**src/rtl/dmem_responder_pkg.sv**
```systemverilog
// Shared types for the dcache-port responder: FSM state encoding and the
// latched request record.
package rv32i_types;

  typedef enum logic [1:0] {
    IDLE = 2'd0,
    WAIT = 2'd1,
    RESP = 2'd2
  } dmem_state_t;

  typedef struct packed {
    logic [31:0] addr;
    logic [3:0]  rmask;
    logic [3:0]  wmask;
    logic [31:0] wdata;
  } dmem_req_t;

endpackage

```
**src/rtl/dmem_responder.sv**
```systemverilog
// Data-memory responder: samples one request from the load/store queue,
// runs a single backing-memory transaction and returns a one-cycle d_resp
// pulse with byte-masked read data. Abandons the transaction after
// TIMEOUT_CYCLES cycles without mem_resp and flags a sticky error.
module dmem_responder
  import rv32i_types::*;
#(
  parameter int unsigned TIMEOUT_CYCLES = 255
) (
  input  logic        clk,
  input  logic        rst,
  input  logic [31:0] d_addr,
  input  logic [3:0]  d_rmask,
  input  logic [3:0]  d_wmask,
  input  logic [31:0] d_wdata,
  output logic [31:0] d_rdata,
  output logic        d_resp,
  output logic [31:0] mem_addr,
  output logic        mem_read,
  output logic        mem_write,
  output logic [3:0]  mem_wmask,
  output logic [31:0] mem_wdata,
  input  logic [31:0] mem_rdata,
  input  logic        mem_resp,
  output logic        busy,
  output logic        err
);

  localparam int unsigned CNT_W = $clog2(TIMEOUT_CYCLES + 1);

  dmem_state_t       state_q, state_d;
  dmem_req_t         req_q, req_d;
  logic [CNT_W-1:0]  cnt_q, cnt_d;
  logic [31:0]       rdata_q, rdata_d;
  logic              err_q, err_d;

  logic              req_present;
  logic              timeout_hit;

  // Zero every byte lane whose mask bit is clear.
  function automatic logic [31:0] lane_mask(input logic [31:0] data,
                                            input logic [3:0]  mask);
    logic [31:0] res;
    res = '0;
    for (int unsigned i = 0; i < 4; i++) begin
      res[8*i +: 8] = mask[i] ? data[8*i +: 8] : 8'h00;
    end
    return res;
  endfunction

  assign req_present = (|d_rmask) | (|d_wmask);
  // The cycle whose increment would bring the counter to TIMEOUT_CYCLES is
  // the last WAIT cycle, giving exactly TIMEOUT_CYCLES cycles of mem_read/write.
  assign timeout_hit = (cnt_q == CNT_W'(TIMEOUT_CYCLES - 1));

  // State register.
  always_ff @(posedge clk or negedge rst) begin
    if (!rst) begin
      state_q <= IDLE;
    end else begin
      state_q <= state_d;
    end
  end

  // Next-state logic: one transaction per request, RESP lasts one cycle.
  always_comb begin
    state_d = state_q;
    unique case (state_q)
      IDLE:    if (req_present) state_d = WAIT;
      WAIT:    if (mem_resp || timeout_hit) state_d = RESP;
      RESP:    state_d = IDLE;
      default: state_d = IDLE;
    endcase
  end

  // Datapath next values: request latch, timeout counter, response data, error.
  always_comb begin
    req_d   = req_q;
    cnt_d   = cnt_q;
    rdata_d = rdata_q;
    err_d   = err_q;
    unique case (state_q)
      IDLE: begin
        if (req_present) begin
          req_d.addr  = d_addr;
          req_d.wdata = d_wdata;
          cnt_d       = '0;
          // A store mask wins over a read mask; the read side is dropped so
          // the response data comes back as zero.
          if (|d_wmask) begin
            req_d.wmask = d_wmask;
            req_d.rmask = '0;
            if (|d_rmask) err_d = 1'b1;
          end else begin
            req_d.wmask = '0;
            req_d.rmask = d_rmask;
          end
        end
      end
      WAIT: begin
        if (cnt_q != CNT_W'(TIMEOUT_CYCLES)) cnt_d = cnt_q + CNT_W'(1);
        if (mem_resp) begin
          rdata_d = lane_mask(mem_rdata, req_q.rmask);
        end else if (timeout_hit) begin
          rdata_d = '0;
          err_d   = 1'b1;
        end
      end
      default: ;
    endcase
  end

  // Datapath registers.
  always_ff @(posedge clk or negedge rst) begin
    if (!rst) begin
      req_q   <= '0;
      cnt_q   <= '0;
      rdata_q <= '0;
      err_q   <= 1'b0;
    end else begin
      req_q   <= req_d;
      cnt_q   <= cnt_d;
      rdata_q <= rdata_d;
      err_q   <= err_d;
    end
  end

  // Outputs decoded from registered state only.
  always_comb begin
    d_rdata   = '0;
    d_resp    = 1'b0;
    mem_addr  = '0;
    mem_read  = 1'b0;
    mem_write = 1'b0;
    mem_wmask = '0;
    mem_wdata = '0;
    unique case (state_q)
      WAIT: begin
        mem_addr  = req_q.addr & 32'hFFFF_FFFC;
        mem_read  = |req_q.rmask;
        mem_write = |req_q.wmask;
        if (|req_q.wmask) begin
          mem_wmask = req_q.wmask;
          mem_wdata = req_q.wdata;
        end
      end
      RESP: begin
        d_resp  = 1'b1;
        d_rdata = rdata_q;
      end
      default: ;
    endcase
  end

  assign busy = (state_q != IDLE);
  assign err  = err_q;

endmodule

```
**config.mk**
```make
export PLATFORM = sky130hd
export DESIGN_NAME = dmem_responder
export DESIGN_NICKNAME = d
export VERILOG_FILES = /design/src/rtl/dmem_responder_pkg.sv /design/src/rtl/dmem_responder.sv
export SDC_FILE = /design/constraint.sdc
export NUM_CORES = 1
export LEC_CHECK = 0
export BUFFER_PORTS_ARGS = -buffer_cell sky130_fd_sc_hd__buf_2
export CAP_MARGIN = 20
export CORE_UTILIZATION = 53
export CTS_CLUSTER_DIAMETER = 30
export DETAILED_ROUTE_END_ITERATION = 8
export HOLD_SLACK_MARGIN = 0.02
export PLACE_DENSITY = 0.85
export SLEW_MARGIN = 20
export SYNTH_ARGS = -nofsm -noshare
export SYNTH_HDL_FRONTEND = slang
export SYNTH_SLANG_ARGS = --single-unit
```
**constraint.sdc**
```tcl
create_clock -name clk -period 4.2 [get_ports clk]
set_input_delay 1.05 -clock clk [delete_from_list [all_inputs] [get_ports clk]]
set_output_delay 1.05 -clock clk [all_outputs]
set_load 0.01 [all_outputs]
```
==> out/results.tsv <==
metric	value	unit
status	completed	
p_sw_share	31.75	%
io_buffers	207	
worstPathMaxFanout	33	
pwr-share-clk	26.4	%
seqPwrFrac	33.5	%
hp-class	reg2reg	
worst_pin_slew	0.8670	ns
slew_headroom	41.98	%
final_nets	718	
cts_resized	0	
end_kind	primary output	
yosys.cell_types.count	41	
synth-compound-area-share	8.815	%
root_buffer	clkbuf_8	
area_delta_synth_final	28.54	%
avgSynthCellArea	13.46	um^2
die_h	103.4	um
combPwrFrac	40.1	%
initial_core_util	55.25	%
rsz0062_at_grt	false	
power.density	727.7	nW/um^2
holdWs	0.4777	ns
gp_congestion	0.7854	
final_cell_mix	206 x buf_2, 113 x dfrtp_1, 99 x and2_1	
ys.warnings.count	0	
cts_buffers	17	
drt_iter0_markers	145	
tns	0	ns
ant_nets	0	
internal_power	3.479	mW
clock_path_buffers	2	
vdd_drop_max	459.1	uV
dr.pass1.iters	4	
hold_viol_final	0	
yosys.area_share.simple	15.40	%
syn_inst	405	
yosys.area_share.adder	0.4591	%
routed_wl	12170	um
die_w	103.4	um
cts_tree	yes	
grt_max_degree	86	
cts.htree.levels	4	
boundaryPins	212	
synth_mux_area_share	17.65	%
grt_pass1_vias	3794	
fin_crit	3.132	ns
start_kind	flop	
arrival	2.08	ns
layout_commonest_cell	buf_2	
setup_viol	0	
place_hpwl	8474	um
worstPathRequired	3.15	ns
num_rows	36	
clock_skew	0.01757	ns
wl_per_cell	16.16	um
die-area	10690	um^2
synth-seq-cells	113	
diodes	0	
worst-setup-path-type	reg2out	
grt_use_total	22.88	%
drc	0	
drive_above_1_share	55.81	%
seq_area_frac_synth	51.88	%
antenna_found_initial	0	
vias	3851	
core_area	9864	um^2
fmax	0.3192	GHz
drv_slew	0	
p_sw	1.618	mW
synth_top_family_by_area	multiplexers	
drv_cap	0	
clk-insertion-delay-late	0.51	ns
grt_pass1_wl	18250	um
ys.flop_type	dfrtp_1	
synth_area	5450	um^2
synth-edff-count	0	
async_flop_share	100.0	%
fin_crit_sh	74.58	%
cts.sinks	113	
vias_per_cell	5.114	
cts_setup_buffers	0	
overflow	0	
cts_hold_buffers	0	
synth-xor-area-share	0.3214	%
final_core_util	71.02	%
clkTransAtPathRegs	0.05	ns
p_leak	3.755	nW
## critical path: stages (launching register included)
cell and delay [ns]:
dfrtp_1 0.44, nand2b_1 0.35, nor2_1 0.18, buf_4 0.28, and2_1 0.17, buf_2 0.14
## power groups by stage
stage,Sequential [mW],Clock [mW],Combinational (mW)
4_1_cts,1.70,1.37,2.07
2_1_floorplan,1.63,0,1.64
3_5_place_dp,1.70,0,2.06
5_1_grt,1.75,1.43,2.23
6_report,1.71,1.35,2.05
3_3_place_gp,1.68,0,2.00
## metal layers
metal | part of all wire (%) | GRT usage, %
met1 | 41 | 27.12
met2 | 50 | 38.05
met3 | 8.5 | 8.737
met4 | 0.94 | 8.126
met5 | 0 | 0
## sequential cells by signal (all words and copies together) (netlist names)
signal	flops
err	1
cnt_q	8
rdata_q	32
state_q	2
req_q	70
## cell type report
cell class                 count  area [um^2]
sequential                   113         2828
timing repair buffer         213         1100
tap                          133        166.4
inverter                       5        18.77
clock buffer                  24        480.5
multi-input combinational    259         2332
fill                         713         2859
clock inverter                 6        80.08
## worst paths after layout
check / endpoint / slack (ns) / startpoint / cells past startpoint
setup / recovery: mem_wdata[2] / 1.07 / state_q[1]$_DFFE_PN0P_ / 5
max in group asynchronous: req_q[27]$_DFFE_PN0P_ / 2.84 / rst / 2
hold reg to reg: err$_DFFE_PN0P_ / 0.48 / err$_DFFE_PN0P_ / 1
min in group asynchronous: req_q[58]$_DFFE_PN0P_ / 0.60 / rst / 1
setup reg to reg: rdata_q[3]$_DFFE_PN0P_ / 2.23 / state_q[0]$_DFFE_PN0P_ / 3
hold / removal: err$_DFFE_PN0P_ / 0.48 / err$_DFFE_PN0P_ / 1
## cells by family after synthesis
family | count (synthesis)
compound gates | 51
xor+xnor | 2
fa+ha+maj | 2
buf+inv | 34
flops | 113
mux | 68
other cells | 1
simple gates | 134
## stage by stage
step	total power [mW]	worst slack, ns	std cells	cell area, um^2
after floorplan	3.270	1.810	406	5454
after global placement	3.676	1.184	723	6441
after detailed placement	3.764	1.119	723	6441
after CTS	5.146	1.049	753	7002
after global routing	5.403	0.9050	753	7005
final	5.098	1.068	753	7005
## synthesized netlist by cell type (2+ instances only)
cell type,instances,share of area (%)
and2_1,99,11
nand4_1,2,0.23
buf_6,4,0.83
nand2b_1,2,0.23
nor4_1,3,0.34
ha_1,2,0.46
nor2b_1,2,0.23
buf_12,6,2.2
o211ai_1,3,0.41
a22o_2,31,5.7
inv_1,5,0.34
nor2_1,2,0.14
nand2_1,9,0.62
o21ai_0,7,0.64
buf_4,6,0.83
dfrtp_1,113,52
mux2_4,53,15
o31ai_1,3,0.41
and3_1,5,0.57
clkbuf_1,8,0.55
clkbuf_2,2,0.18
nand3_1,4,0.37
mux2i_1,2,0.37
mux2_2,13,2.7
clkdlybuf4s25_2,2,0.37
and4_4,2,0.41
Note: power is estimated with default switching activity, not from simulation.
